**config.mk**
```make
export PLATFORM = sky130hd
export DESIGN_NAME = gnn_aggr_engine
export DESIGN_NICKNAME = d
export VERILOG_FILES = /design/src/rtl/gnn_aggr_engine.sv
export SDC_FILE = /design/constraint.sdc
export NUM_CORES = 1
export LEC_CHECK = 0
export ABC_CLOCK_PERIOD_IN_PS = 7010
export CAP_MARGIN = 20
export CORE_UTILIZATION = 60
export CTS_BUF_LIST = sky130_fd_sc_hd__clkbuf_4
export CTS_CLUSTER_DIAMETER = 80
export DETAILED_ROUTE_END_ITERATION = 10
export PLACE_DENSITY_LB_ADDON = 0.05
export SLEW_MARGIN = 20
export SYNTH_ARGS = -nofsm -noshare
export SYNTH_HDL_FRONTEND = slang
export SYNTH_SLANG_ARGS = --single-unit
```
**constraint.sdc**
```tcl
create_clock -name clk -period 7.01 [get_ports clk]
set_input_delay 1.0515 -clock clk [delete_from_list [all_inputs] [get_ports clk]]
set_output_delay 1.0515 -clock clk [all_outputs]
set_load 0.02 [all_outputs]
```
**src/rtl/gnn_aggr_engine.sv**
```systemverilog
// -----------------------------------------------------------------------------
// gnn_aggr_engine
//
// Time-multiplexed neighbour aggregation for the GNN datapath. A frame of
// N_NODES node feature vectors is streamed in (node 0 first), buffered, and
// for each destination node i the features of every contributing node j are
// summed one neighbour per cycle. The result for each node is then offered
// downstream with valid/ready backpressure.
//
// Ports:
//   clk        rising-edge clock
//   rst        synchronous active-high reset
//   in_valid   input beat valid
//   in_ready   engine can accept an input beat (IDLE/LOAD)
//   in_feat    one node's features, feature f at [f*IN_W +: IN_W]
//   in_adj     adjacency, bit [i*N_NODES+j] = node j contributes to node i;
//              captured on the node-0 beat only
//   out_valid  aggregated vector valid
//   out_ready  downstream accepts
//   out_aggr   aggregated features of out_node, feature f at [f*AGG_W +: AGG_W]
//   out_node   destination node index
//   out_last   high with out_valid for node N_NODES-1
//   busy       engine is not IDLE
//
// Build option:
//   GNN_AGGR_SELF_LOOP_EN  when defined, diagonal adjacency bits are forced
//                          to 1 as the adjacency is captured, so each node
//                          always aggregates its own features.
// -----------------------------------------------------------------------------
module gnn_aggr_engine #(
    parameter int N_NODES = 4,
    parameter int N_FEAT  = 4,
    parameter int IN_W    = 5,
    // Accumulator width is derived so that N_NODES worst-case values never overflow.
    localparam int AGG_W  = IN_W + $clog2(N_NODES),
    localparam int NW     = $clog2(N_NODES)
) (
    input  logic                         clk,
    input  logic                         rst,
    input  logic                         in_valid,
    output logic                         in_ready,
    input  logic [N_FEAT*IN_W-1:0]       in_feat,
    input  logic [N_NODES*N_NODES-1:0]   in_adj,
    output logic                         out_valid,
    input  logic                         out_ready,
    output logic [N_FEAT*AGG_W-1:0]      out_aggr,
    output logic [NW-1:0]                out_node,
    output logic                         out_last,
    output logic                         busy
);

    localparam int              AW       = $clog2(N_NODES * N_NODES);
    localparam logic [NW-1:0]   LAST_IDX = NW'(N_NODES - 1);

    typedef enum logic [1:0] {
        S_IDLE = 2'd0,
        S_LOAD = 2'd1,
        S_ACC  = 2'd2,
        S_OUT  = 2'd3
    } state_t;

    state_t                        state_r;
    state_t                        state_nxt_s;
    logic [NW-1:0]                 load_cnt_r;
    logic [NW-1:0]                 i_r;
    logic [NW-1:0]                 j_r;
    logic [N_NODES*N_NODES-1:0]    adj_r;
    logic signed [IN_W-1:0]        feat_r [N_NODES][N_FEAT];
    logic signed [AGG_W-1:0]       acc_r  [N_FEAT];

    logic                          accept_s;
    logic                          deliver_s;
    logic                          last_load_s;
    logic                          last_j_s;
    logic                          last_node_s;
    logic [AW-1:0]                 adj_idx_s;
    logic                          adj_bit_s;
    logic [N_NODES*N_NODES-1:0]    adj_in_s;

    // Sign-extend one input feature to accumulator width.
    function automatic logic signed [AGG_W-1:0] sext_feat(input logic signed [IN_W-1:0] v);
        return {{(AGG_W-IN_W){v[IN_W-1]}}, v};
    endfunction

`ifdef GNN_AGGR_SELF_LOOP_EN
    // Mask with every diagonal (self-loop) position set.
    function automatic logic [N_NODES*N_NODES-1:0] diag_mask();
        logic [N_NODES*N_NODES-1:0] m;
        m = '0;
        for (int k = 0; k < N_NODES; k++) begin
            m[k*N_NODES + k] = 1'b1;
        end
        return m;
    endfunction

    assign adj_in_s = in_adj | diag_mask();
`else
    assign adj_in_s = in_adj;
`endif

    assign accept_s    = in_valid & in_ready;
    assign deliver_s   = out_valid & out_ready;
    assign last_load_s = (load_cnt_r == LAST_IDX);
    assign last_j_s    = (j_r == LAST_IDX);
    assign last_node_s = (i_r == LAST_IDX);
    assign adj_idx_s   = AW'(int'(i_r) * N_NODES + int'(j_r));
    assign adj_bit_s   = adj_r[adj_idx_s];

    // FSM state register.
    always_ff @(posedge clk) begin
        if (rst) begin
            state_r <= S_IDLE;
        end else begin
            state_r <= state_nxt_s;
        end
    end

    // FSM next-state logic.
    always_comb begin
        state_nxt_s = state_r;
        case (state_r)
            S_IDLE: begin
                if (accept_s) begin
                    state_nxt_s = S_LOAD;
                end else begin
                    state_nxt_s = S_IDLE;
                end
            end
            S_LOAD: begin
                if (accept_s && last_load_s) begin
                    state_nxt_s = S_ACC;
                end else begin
                    state_nxt_s = S_LOAD;
                end
            end
            S_ACC: begin
                if (last_j_s) begin
                    state_nxt_s = S_OUT;
                end else begin
                    state_nxt_s = S_ACC;
                end
            end
            S_OUT: begin
                if (deliver_s) begin
                    if (last_node_s) begin
                        state_nxt_s = S_IDLE;
                    end else begin
                        state_nxt_s = S_ACC;
                    end
                end else begin
                    state_nxt_s = S_OUT;
                end
            end
            default: begin
                state_nxt_s = S_IDLE;
            end
        endcase
    end

    // FSM outputs, decoded from registered state and accumulators.
    // in_ready is additionally gated by rst so it reads 0 during the reset cycle.
    always_comb begin
        in_ready  = 1'b0;
        out_valid = 1'b0;
        out_aggr  = '0;
        out_node  = '0;
        out_last  = 1'b0;
        busy      = (state_r != S_IDLE);
        case (state_r)
            S_IDLE, S_LOAD: begin
                in_ready = ~rst;
            end
            S_OUT: begin
                out_valid = 1'b1;
                out_node  = i_r;
                out_last  = last_node_s;
                for (int f = 0; f < N_FEAT; f++) begin
                    out_aggr[f*AGG_W +: AGG_W] = acc_r[f];
                end
            end
            default: begin
                in_ready = 1'b0;
            end
        endcase
    end

    // Datapath: feature buffer, adjacency capture, counters and accumulators.
    always_ff @(posedge clk) begin
        if (rst) begin
            load_cnt_r <= '0;
            i_r        <= '0;
            j_r        <= '0;
            adj_r      <= '0;
            for (int n = 0; n < N_NODES; n++) begin
                for (int f = 0; f < N_FEAT; f++) begin
                    feat_r[n][f] <= '0;
                end
            end
            for (int f = 0; f < N_FEAT; f++) begin
                acc_r[f] <= '0;
            end
        end else begin
            case (state_r)
                S_IDLE: begin
                    if (accept_s) begin
                        adj_r      <= adj_in_s;
                        load_cnt_r <= NW'(1);
                        for (int f = 0; f < N_FEAT; f++) begin
                            feat_r[0][f] <= in_feat[f*IN_W +: IN_W];
                        end
                    end
                end
                S_LOAD: begin
                    if (accept_s) begin
                        load_cnt_r <= load_cnt_r + NW'(1);
                        for (int f = 0; f < N_FEAT; f++) begin
                            feat_r[load_cnt_r][f] <= in_feat[f*IN_W +: IN_W];
                        end
                        if (last_load_s) begin
                            i_r <= '0;
                            j_r <= '0;
                            for (int f = 0; f < N_FEAT; f++) begin
                                acc_r[f] <= '0;
                            end
                        end
                    end
                end
                S_ACC: begin
                    // One neighbour j per cycle; non-contributing neighbours add zero.
                    for (int f = 0; f < N_FEAT; f++) begin
                        if (adj_bit_s) begin
                            acc_r[f] <= acc_r[f] + sext_feat(feat_r[j_r][f]);
                        end
                    end
                    if (last_j_s) begin
                        j_r <= '0;
                    end else begin
                        j_r <= j_r + NW'(1);
                    end
                end
                S_OUT: begin
                    if (deliver_s && !last_node_s) begin
                        i_r <= i_r + NW'(1);
                        j_r <= '0;
                        for (int f = 0; f < N_FEAT; f++) begin
                            acc_r[f] <= '0;
                        end
                    end
                end
                default: begin
                    j_r <= '0;
                end
            endcase
        end
    end

endmodule

```
==> metrics.txt, run 1 <==
Clock Sinks=134; first-pass GRT wire length=23,870 µm; WHS=0.4606 ns; fin crit share=0.5135; RSZ-0062 raised after global routing=no; Initial Utilization=0.6177; crit-path cells=clkdlybuf4s50_1 > buf_4 > nor2_1 > clkdlybuf4s50_1; gpl congestion=0.7938; largest fanout on the critical path=32; overall die height=107.9 µm; Clk Latency, worst-skew pair=0.55 ns; pin count of the biggest net entering global routing=50; Crit path arrival time=2.55 ns; Antenna Nets Post-Route=0; area growth from synthesis to layout=17.06%; vias in the first global route=4,755; grt total ovfl=0; fillers=837; I/O pin count=74; Initial DRC Count=344; H-tree depth=4; CP delay by family, top=buffers and inverters; Hold Path Class=flop to flop; post-DR wirelength/cell=18.17 µm; Max Fclk=277.8 MHz; root buf cell=clkbuf_4; total setup buffers inserted after CTS=0; Yosys warnings=0; Pwr Density=202.6 mW/mm²; hpwl dp=10,260 µm; Multi-input gate area=0.002930 mm²; post-synth cell types=42; CP peak stage delay=0.59 ns; total track usage=0.2784; Post-synth top flop=edfxtp_1; NumNets Final=730; Final Hold Viols=0; core area=0.01089 mm²; Synth async-reset ratio=0; critical path class=input port to output pin; CP max-delay cell=clkdlybuf4s50_1; layout cells sized above 1=0.1071; most frequent cells in the layout=edfxtp_1, clkdlybuf4s50_1, and2_1; cell area after synthesis=0.006725 mm²; input/output buffers=73; Util after Layout=0.7231; Final Setup Violations=0; DRC violations left=0; synthesized area per cell=11.28 µm²; Syn Inst Count=596; Total Wirelength=14,750 µm; drt first pass iters=5; sequential area share after synthesis=0.5284; Num CTS Buffers=17; hold-fix buffers at CTS=0; post-synthesis register bit count=134; Post-synth EDFFs=87; Reg clk slew, reported paths=0.12 ns; Setup crit end kind=output pin; DIE WIDTH=107.9 µm; Leak=0.003151 µW; die area=0.01164 mm²; fin area=0.007873 mm²; Clock Skews=0.01895 ns; diodes inserted=0; MaxCap Viol Count=0; TNS Setup=0 ns; post-CTS resize count=0; # rows=38; dpl cell area=0.007543 mm²; most common cell after layout, fill and taps aside=edfxtp_1; Slew HR=0.2937; final slew viol count=0; Slew @ Worst Pin=1.058 ns; Synth Net Count=667; CTS tree=yes; initial antenna violation count=0; outcome=finished clean; Via density=5.836; register area=0.003553 mm²; maximum VDD drop=0.0002107 V; vias=4,739; CP bufs+invs=3; final worst path period need=3.600 ns; most frequent CP cell=clkdlybuf4s50_1; WP data required=5.96 ns; Worst Setup Start Kind=input port; CTS Buffer Depth=2
kinds of logic (layout without fill, tap and decap cells):
| logic type | after synthesis | in the layout | synth area share |
|---|---|---|---|
| AND/OR/NAND/NOR | 235 | 235 | 0.1883 |
| AO/OA/AOI/OAI | 93 | 93 | 0.08298 |
| adder cells (fa/ha/maj) | 31 | 31 | 0.06214 |
| buffers and inverters | 61 | 137 | 0.03740 |
| multiplexers | 27 | 27 | 0.08130 |
| flip-flops | 134 | 134 | 0.5284 |
| XOR/XNOR | 15 | 15 | 0.01953 |
flip-flops by register name, indices dropped and copies added (netlist names), named ones only:
name / cells
state_r: 2
feat_r: 80
j_r: 2
i_r: 2
adj_r: 16
load_cnt_r: 2
acc_r: 28
cells in the mapped netlist, drive strengths merged, types with 3 or more instances:
library cell  instances  area (µm²)
a31oi                 3       18.77
o21bai                5       37.54
a32o                  3       31.28
buf                   8       52.55
and3                 53       336.6
edfxtp               87        2613
fa                    4       80.08
and2                 65       409.1
dfxtp                47       940.9
nand2                52       195.2
mux4                 22       495.5
nor3                  7       35.03
o21ai                18       90.09
nand2b                5       31.28
ha                   27       337.8
a21oi                42       210.2
inv                  23       86.33
mux2i                 4       40.04
nor3b                 4       30.03
clkbuf               30       112.6
xor2                  5       43.79
or2                   3       18.77
a21o                  6       45.04
xnor2                10       87.58
nor2b                 3       18.77
o21a                  3       22.52
nor2                 29       108.9
nand3                11       55.05
final timing paths:
check	startpoint	end	slack (ns)	cells past startpoint
min	adj_r[5]	adj_r[5]	0.46	2
max reg2reg	flop	acc_r[3][6]	3.59	9
min reg2reg	adj_r[5]	adj_r[5]	0.46	2
max	rst	in_ready	3.41	4
layer usage:
layer | global-route usage | vias up | wire length (µm)
li1 | - | 2270 | -
met1 | 0.3415 | 2309 | 6042
met2 | 0.4780 | 144 | 7608
met3 | 0.07143 | 16 | 912
met4 | 0.09198 | 0 | 190
met5 | 0 | - | 0
power by group:
group          leakage [µW]  internal [µW]  switching, µW
combinational       0.00170           58.7           68.1
clock              0.000172            285            305
sequential          0.00128            867           11.5
tightest hold or removal path, stage by stage, from the launching register on:
cell     delay [ns]
dfxtp_1        0.33
nand2_1        0.05
a21oi_1        0.05
area by class of cell:
| cell class | count | area share |
|---|---|---|
| Inverter | 23 | 0.01097 |
| Clock inverter | 15 | 0.02559 |
| Timing Repair Buffer | 82 | 0.1014 |
| Tap cell | 140 | 0.02225 |
| Sequential cell | 134 | 0.4514 |
| Multi-Input combinational cell | 401 | 0.3722 |
| Clock buffer | 17 | 0.01621 |
through the flow:
step	cells	setup slack, ns	total power (µW)
5_1_grt	812	3.246	1652
6_report	812	3.410	1595
3_3_place_gp	780	3.232	1015
2_1_floorplan	596	3.694	966.1
4_1_cts	812	3.413	1601
3_5_place_dp	780	3.107	1023
No activity file was read; power rests on OpenSTA's default activity.
==> inputs of run 2 (changes only) <==
--- a/config.mk
+++ b/config.mk
@@ -5,9 +5,9 @@
 export SDC_FILE = /design/constraint.sdc
 export NUM_CORES = 1
 export LEC_CHECK = 0
-export ABC_CLOCK_PERIOD_IN_PS = 7010
+export ABC_CLOCK_PERIOD_IN_PS = 3400
 export CAP_MARGIN = 20
-export CORE_UTILIZATION = 60
+export CORE_UTILIZATION = 59
 export CTS_BUF_LIST = sky130_fd_sc_hd__clkbuf_4
 export CTS_CLUSTER_DIAMETER = 80
 export DETAILED_ROUTE_END_ITERATION = 10
==> constraint.sdc (replaced) <==
create_clock -name clk -period 3.4 [get_ports clk]
set_input_delay 0.51 -clock clk [delete_from_list [all_inputs] [get_ports clk]]
set_output_delay 0.51 -clock clk [all_outputs]
set_load 0.02 [all_outputs]
==> run 2 against run 1 <==
Worst hold slack gained 0.0022 ns. Critical path depth grew 5. Critical path type is now flop to flop. Largest cell class unchanged. Sequential power grew 110%. Utilization shrank 0.46 points.
==> metrics.txt, run 2 (same netlist as run 1, synthesis figures left out) <==
Clk Latency, worst-skew pair=0.57 ns (was 0.55 ns); H-tree depth=4 (unchanged); Slew HR=0.3048 (was 0.2937); most frequent CP cell=a21oi_1 (was clkdlybuf4s50_1); diodes inserted=0 (unchanged); Leak=0.003178 µW (was 0.003151 µW); vias in the first global route=4,738 (was 4,755); Num CTS Buffers=17 (unchanged); input/output buffers=73 (unchanged); area growth from synthesis to layout=17.34% (was 17.06%); CP max-delay cell=mux4_2 (was clkdlybuf4s50_1); outcome=finished clean (unchanged); crit-path cells=buf_4 > mux4_2 > fa_1 > a21o_1 > a21oi_1 > o21bai_1 > a21oi_1 > xnor2_1 > nor2_1 (was clkdlybuf4s50_1 > buf_4 > nor2_1 > clkdlybuf4s50_1); MaxCap Viol Count=0 (unchanged); core area=0.01098 mm² (was 0.01089 mm²); die area=0.01183 mm² (was 0.01164 mm²); most common cell after layout, fill and taps aside=edfxtp_1 (unchanged); total track usage=0.2679 (was 0.2784); hpwl dp=10,020 µm (was 10,260 µm); pin count of the biggest net entering global routing=32 (was 50); DRC violations left=0 (unchanged); Total Wirelength=14,350 µm (was 14,750 µm); largest fanout on the critical path=6 (was 32); drt first pass iters=5 (unchanged); max reg flops=80 (unchanged); dpl cells=789 (was 780); WP data required=3.69 ns (was 5.96 ns); Final Hold Viols=0 (unchanged); NumNets Final=739 (was 730); Util after Layout=0.7185 (was 0.7231); Antenna Nets Post-Route=0 (unchanged); layout cells sized above 1=0.1175 (was 0.1071); CP peak stage delay=0.57 ns (was 0.59 ns); Clock Skews=0.02367 ns (was 0.01895 ns); Final Setup Violations=0 (unchanged); final slew viol count=0 (unchanged); CTS tree=yes (unchanged); Power Total=3126 µW (was 1595 µW); Initial Utilization=0.6123 (was 0.6177); initial antenna violation count=0 (unchanged); largest registers=feat_r: 80 flops, acc_r: 28 flops, adj_r: 16 flops (unchanged); Reg clk slew, reported paths=0.12 ns (about the same); hold-fix buffers at CTS=0 (unchanged); CP delay by family, top=compound AO/OA/AOI/OAI gates (was buffers and inverters); total setup buffers inserted after CTS=0 (unchanged); critical path class=flop to flop (was input port to output pin); I/O pin count=74 (unchanged); gpl congestion=0.8499 (was 0.7938); WHS=0.4628 ns (was 0.4606 ns); DIE WIDTH=108.8 µm (was 107.9 µm); Clock Sinks=134 (unchanged); # rows=38 (unchanged); most frequent cells in the layout=edfxtp_1, clkdlybuf4s50_1, and2_1 (unchanged); Setup crit end kind=flop (was output pin); Initial DRC Count=384 (was 344); Worst Setup Start Kind=flop (was input port); Non-Filler Instances=821 (was 812); Slew @ Worst Pin=1.039 ns (was 1.058 ns); CP bufs+invs=1 (was 3); RSZ-0062 raised after global routing=no (unchanged); grt total ovfl=0 (unchanged); CTS Buffer Depth=2 (unchanged); TNS Setup=0 ns (unchanged); vias=4,748 (was 4,739); Hold Path Class=flop to flop (unchanged); root buf cell=clkbuf_4 (unchanged); Pwr Density=396.1 mW/mm² (was 202.6 mW/mm²); first-pass GRT wire length=23,150 µm (was 23,870 µm); Max Fclk=323.5 MHz; overall die height=108.8 µm (was 107.9 µm); maximum VDD drop=0.0003233 V (was 0.0002107 V); Via density=5.783 (was 5.836); post-CTS resize count=0 (unchanged); final worst path period need=3.091 ns; Largest Register=feat_r (unchanged); post-DR wirelength/cell=17.48 µm (was 18.17 µm); Crit path arrival time=3.38 ns (was 2.55 ns); fin crit share=0.9091
[run 2: cell type report]
cell class,instances,area [µm²]
Clock buffer,18,135.1
Clock inverter,14,150.1
Fill cell,779,3092
Inverter,23,86.33
Multi-Input combinational cell,401,2925
Sequential cell,134,3553
Tap cell,140,175.2
Timing Repair Buffer,91,865.8
[run 2: tightest hold or removal path, stage by stage, from the launching register on]
cell	delay, ns
dfxtp_1	0.32
nand2_1	0.05
a21oi_1	0.05
[run 2: final timing paths]
path	slack, ns	startpoint	endpoint	depth (start not counted)
min reg2reg	0.46	adj_r[7]	adj_r[7]	2
max reg2reg	0.31	flop	acc_r[3][6]	9
min	0.46	adj_r[7]	adj_r[7]	2
max	0.31	flop	acc_r[3][6]	9
[run 2: report_power, final]
group	leakage (µW)	switching [µW]	total [µW]	internal, µW
sequential	0.00128	24.7	1810	1790
combinational	0.00174	135	257	122
clock	0.000151	607	1060	449
[run 2: through the flow]
stage	setup slack [ns]	instance area (µm²)
final	0.3090	7891
after CTS	0.2707	7891
after global placement	0.4731	7606
after floorplan	0.2411	6725
after global routing	0.1150	7891
after detailed placement	0.3155	7606
[run 2: per-layer routing]
layer,track usage,routed length [µm]
met5,0,0
met4,0.1139,244
met3,0.06157,771
met2,0.4462,7075
met1,0.3363,6259
